--- config.mk ---
export PLATFORM = sky130hd
export DESIGN_NAME = branch_update_unit
export DESIGN_NICKNAME = d
export VERILOG_FILES = /design/src/rtl/branch_update_unit.sv
export SDC_FILE = /design/constraint.sdc
export NUM_CORES = 1
export LEC_CHECK = 0
export BUFFER_PORTS_ARGS = -buffer_cell sky130_fd_sc_hd__buf_4
export CORE_MARGIN = 2
export CORE_UTILIZATION = 57
export CTS_BUF_LIST = sky130_fd_sc_hd__clkbuf_16
export DETAILED_ROUTE_END_ITERATION = 7
export GPL_TIMING_DRIVEN = 0
export PLACE_DENSITY = 0.86
export SLEW_MARGIN = 20
export SYNTH_ARGS = -nofsm -noshare
export SYNTH_HDL_FRONTEND = slang
export SYNTH_SLANG_ARGS = --single-unit
--- constraint.sdc ---
create_clock -name clk -period 14.6 [get_ports clk]
set_input_delay 1.46 -clock clk [delete_from_list [all_inputs] [get_ports clk]]
set_output_delay 1.46 -clock clk [all_outputs]
set_load 0.01 [all_outputs]
--- src/rtl/branch_update_unit.sv ---
// Resolves EX branches against the fetch prediction. It issues a registered redirect, holds a flush, and queues BTB updates.
// Redirect and update appear 1 cycle after the branch is accepted. Resolutions are ignored during flush. An update that meets a full queue with no dequeue in the same cycle is dropped.
module branch_update_unit #(
  parameter int DEPTH        = 4,
  parameter int FLUSH_CYCLES = 2,
  parameter int CNT_WIDTH    = 16
) (
  input  logic                 clk,
  input  logic                 reset,
  input  logic                 resValid,
  input  logic [31:0]          resPC,
  input  logic                 resTaken,
  input  logic [31:0]          resTarget,
  input  logic                 predHit,
  input  logic [31:0]          predTarget,
  input  logic                 updReady,
  output logic                 redirectValid,
  output logic [31:0]          redirectPC,
  output logic                 flush,
  output logic                 updValid,
  output logic [31:0]          updPC,
  output logic [31:0]          updTarget,
  output logic                 updRemove,
  output logic                 queueFull,
  output logic [CNT_WIDTH-1:0] branchCount,
  output logic [CNT_WIDTH-1:0] mispredictCount,
  output logic [CNT_WIDTH-1:0] dropCount
);

  localparam int AW  = $clog2(DEPTH);
  localparam int CW  = AW + 1;
  localparam int FCW = $clog2(FLUSH_CYCLES + 1);

  typedef enum logic {IDLE, FLUSH} state_t;

  state_t            state;
  logic [FCW-1:0]    fcnt;
  logic [AW-1:0]     wr_ptr;
  logic [AW-1:0]     rd_ptr;
  logic [CW-1:0]     count;
  logic [CW-1:0]     count_next;
  logic [31:0]       mem_pc  [DEPTH];
  logic [31:0]       mem_tgt [DEPTH];
  logic              mem_rem [DEPTH];

  logic              accept;
  logic              mis;
  logic [31:0]       redir_pc;
  logic [31:0]       new_tgt;
  logic              new_rem;
  logic              enq_req;
  logic              enq;
  logic              deq;
  logic              drop;

  assign accept = resValid && (state == IDLE);

  // A predicted-taken branch that falls through becomes a remove; every other miss inserts the real target.
  always_comb begin
    mis      = 1'b0;
    redir_pc = resTarget;
    new_tgt  = resTarget;
    new_rem  = 1'b0;
    if (predHit && !resTaken) begin
      mis      = 1'b1;
      redir_pc = resPC + 32'd4;
      new_tgt  = 32'd0;
      new_rem  = 1'b1;
    end else if (!predHit && resTaken) begin
      mis = 1'b1;
    end else if (predHit && resTaken && (predTarget != resTarget)) begin
      mis = 1'b1;
    end
  end

  assign enq_req = accept && mis;
  assign deq     = updValid && updReady;
  assign enq     = enq_req && (!queueFull || deq);
  assign drop    = enq_req && !enq;

  always_comb begin
    count_next = count;
    if (enq && !deq)
      count_next = count + CW'(1);
    else if (!enq && deq)
      count_next = count - CW'(1);
  end

  assign updPC     = mem_pc[rd_ptr];
  assign updTarget = mem_tgt[rd_ptr];
  assign updRemove = mem_rem[rd_ptr];

  always_ff @(posedge clk or posedge reset) begin
    if (reset) begin
      state         <= IDLE;
      fcnt          <= '0;
      flush         <= 1'b0;
      redirectValid <= 1'b0;
      redirectPC    <= 32'd0;
    end else begin
      redirectValid <= enq_req;
      if (enq_req)
        redirectPC <= redir_pc;
      case (state)
        IDLE: begin
          if (enq_req) begin
            state <= FLUSH;
            fcnt  <= FCW'(FLUSH_CYCLES);
            flush <= 1'b1;
          end
        end
        FLUSH: begin
          if (fcnt == FCW'(1)) begin
            state <= IDLE;
            flush <= 1'b0;
          end else begin
            fcnt <= fcnt - FCW'(1);
          end
        end
        default: begin
          state <= IDLE;
          flush <= 1'b0;
        end
      endcase
    end
  end

  // Entries are cleared on reset so the head reads zero while the queue is empty after reset.
  always_ff @(posedge clk or posedge reset) begin
    if (reset) begin
      wr_ptr    <= '0;
      rd_ptr    <= '0;
      count     <= '0;
      updValid  <= 1'b0;
      queueFull <= 1'b0;
      for (int i = 0; i < DEPTH; i++) begin
        mem_pc[i]  <= 32'd0;
        mem_tgt[i] <= 32'd0;
        mem_rem[i] <= 1'b0;
      end
    end else begin
      if (enq) begin
        mem_pc[wr_ptr]  <= resPC;
        mem_tgt[wr_ptr] <= new_tgt;
        mem_rem[wr_ptr] <= new_rem;
        wr_ptr          <= wr_ptr + AW'(1);
      end
      if (deq)
        rd_ptr <= rd_ptr + AW'(1);
      count     <= count_next;
      updValid  <= (count_next != '0);
      queueFull <= (count_next == CW'(DEPTH));
    end
  end

  always_ff @(posedge clk or posedge reset) begin
    if (reset) begin
      branchCount     <= '0;
      mispredictCount <= '0;
      dropCount       <= '0;
    end else begin
      if (accept && (branchCount != {CNT_WIDTH{1'b1}}))
        branchCount <= branchCount + CNT_WIDTH'(1);
      if (enq_req && (mispredictCount != {CNT_WIDTH{1'b1}}))
        mispredictCount <= mispredictCount + CNT_WIDTH'(1);
      if (drop && (dropCount != {CNT_WIDTH{1'b1}}))
        dropCount <= dropCount + CNT_WIDTH'(1);
    end
  end

endmodule
==> run summary <==
Status = finished, final reports clean
Final core occ = 0.704
DR DRC count = 0
Clock Pin Slew Worst Setup and Hold Paths = 0.06 ns
Worst setup SP type = flop
Pint = 0.00278 W
Core area = 0.0289 mm2
Fin Clk Skew = 0.0133 ns
Final setup violation count = 0
Combinational power share = 0.392
Die Width = 176 um
Total negative setup slack = 0 ns
Commonest non-fill, non-tap cell in the layout = dfrtp_1
RSZ-0062 raised after global routing = false
Root cell of the clock tree = clkbuf_16
TritonCTS buffer count = 37
CP startpoint = rd_ptr[1]
Clk_lat worst skew = 0.52 ns
Net Sw Frac = 0.329
Post-Syn Instances = 1222
Fin crit share = 0.298
Sink Count = 354
ANT nets after route = 0
Port Buffers = 242
Fin. Hold Viols = 0
# Post-CTS Setup Buffers = 0
CP required = 13.14 ns
CP max FO = 10
Routed WL = 43800 um
Vias/cell = 5.90
Cell Rows = 62
Max Slew Vio Count = 0
Routed length per instance = 22.8 um
WS Path Type = flop to output port
P_sw = 0.00136 W
GRT Residual Overflow = 0
Setup WS post-layout = 10.24 ns
1st-iter DRT viols = 968
Post-CTS Hold Buffers = 0
Placer Congestion = 0.834
Max_cap viols = 0
Worst slack at placement = 10.33 ns
CTS max path bufs = 3
Ys async rst share = 1.00
DR pass1 iterations = 7
Top-area cell type share of the netlist area = 0.528
CTS H-Tree Depth = 2
Arr. time, crit path = 2.90 ns
Global-route wire length before repair = 67800 um
Fmax = 0.230 GHz
Worst min-delay path category = flop to flop
Vias in the first global route = 11900
Most frequent cells in the layout = 354 x dfrtp_1, 248 x buf_4, 200 x mux2_1
Syn Std Cell Area = 0.0168 mm2
Resized cells post-CTS = 0
Worst Reg2Reg Path Length in Cells = 8
PD cells = 204 mW/mm2
FF-to-FF End = dropCount[9]
All-layer global routing usage = 0.288
Post-synth EDFFs = 0
Leak pwr = 9.44 nW
Flop-to-flop setup slack = 12.13 ns
IO Count = 251
Area delta synth->final = 20.9%
Ant diodes = 0
Initial antenna violation count = 1
NumNets Final = 1619
Critical Path Sink = updTarget[0]
Area contributors post-synth = dfrtp_1 53%, mux2_1 13%, mux4_2 8.7%, mux2_2 4.4%, xnor2_1 3.6%
Synthesized Nets = 1335
Synth warnings = 0
Commonest register cell after synthesis = dfrtp_1
Die height = 176 um
CTS tree = done
Seq cells post-synth = 354
Largest net degree at the start of global routing = 109
Vias = 11300
Seq pwr share = 0.395
DP Wirelength = 31600 um
Post-synth cell types = 49
Worst-Margin Slew = 1.01 ns
Initial core utilization = 0.582
Reg-to-Reg Start = state
Syn avg cell area = 13.7 um2
Fraction of layout cells with a size suffix above 1 = 0.319
Worst setup EP type = output port
Worst IR drop on VDD = 104 uV
Minimum clock period = 4.36 ns
Total Die Area = 0.0308 mm2
Largest area contributor in the netlist = dfrtp_1
Clk pwr share = 0.213
Rel. slew slack = 0.329
Sequential element share of the synthesized area = 0.528
Total Power = 0.00415 W
[cell usage after synthesis (15+ instances only)]
library cell	number
nand2_1	77
mux2_2	66
nand3_1	34
nor2_1	28
a21oi_1	33
buf_8	20
mux4_2	65
mux2_1	200
and2_1	34
buf_2	15
dfrtp_1	354
xnor2_1	69
nand4_1	21
o21ai_0	33
xor2_1	38
nor3_1	17
clkbuf_1	20
[state kept, by name (all words and copies together) (netlist names), 2 cells and up]
register	flops
branchCount	16
count	3
dropCount	16
fcnt	2
mem_pc	128
mem_rem	4
mem_tgt	128
mispredictCount	16
rd_ptr	2
redirectPC	32
wr_ptr	2
[power by group through the flow]
stage / Combinational, W / Sequential [W] / Clock [W]
floorplan: 0.000981 / 0.00159 / 0
global placement: 0.00157 / 0.00161 / 0
detailed placement: 0.00163 / 0.00164 / 0
CTS: 0.00164 / 0.00163 / 0.000894
global route: 0.00174 / 0.00168 / 0.000936
finish: 0.00163 / 0.00164 / 0.000883
[metrics by stage]
step / cell area (um2) / instances / hold slack (ns)
2_1_floorplan: 16800 / 1222 / 0.459
3_3_place_gp: 19100 / 1848 / 0.465
3_5_place_dp: 19200 / 1851 / 0.464
4_1_cts: 20300 / 1917 / 0.478
5_1_grt: 20300 / 1917 / 0.497
6_report: 20300 / 1917 / 0.482
[layout make-up]
cell class	count	area (um2)
Multi-Input combinational cell	784	7320
Sequential cell	354	8860
Buffer	70	561
Inverter	14	60.1
Fill cell	2008	8550
Clock buffer	39	976
Timing Repair Buffer	245	1900
Clock inverter	27	148
Tap cell	384	480
[logic make-up (layout without fill, tap and decap cells)]
| logic type | Yosys count | count (layout) | share of synthesized area |
|---|---|---|---|
| buffers and inverters | 84 | 395 | 0.0365 |
| XOR/XNOR | 107 | 107 | 0.0558 |
| flip-flops | 354 | 354 | 0.528 |
| adder cells (fa/ha/maj) | 11 | 11 | 0.00820 |
| multiplexers | 331 | 331 | 0.266 |
| AND/OR/NAND/NOR | 257 | 257 | 0.0794 |
| AO/OA/AOI/OAI | 78 | 78 | 0.0270 |
[routing by layer]
layer / GRT usage / up-vias / share of wire
met4: 0.119 / 2 / 0.043
met2: 0.461 / 435 / 0.48
met1: 0.382 / 5810 / 0.40
met5: 0 / - / 0.00021
li1: - / 4949 / -
met3: 0.0708 / 122 / 0.076
[worst min path at each step]
stage	startpoint	end	slack, ns	cells after the start
floorplan	mem_pc[32]	mem_pc[32]	0.46	1
finish	redirectPC[10]	redirectPC[10]	0.48	2
CTS	redirectPC[10]	redirectPC[10]	0.48	2
detailed placement	redirectPC[10]	redirectPC[10]	0.46	2
global route	mem_tgt[32]	mem_tgt[32]	0.50	1
global placement	redirectPC[10]	redirectPC[10]	0.47	2
[critical path: stages (launching register included)]
cell and delay, ns:
dfrtp_1 0.43, clkbuf_1 0.64, buf_1 0.66, mux4_2 0.47, buf_4 0.17
Note: power is estimated with default switching activity, not from simulation.
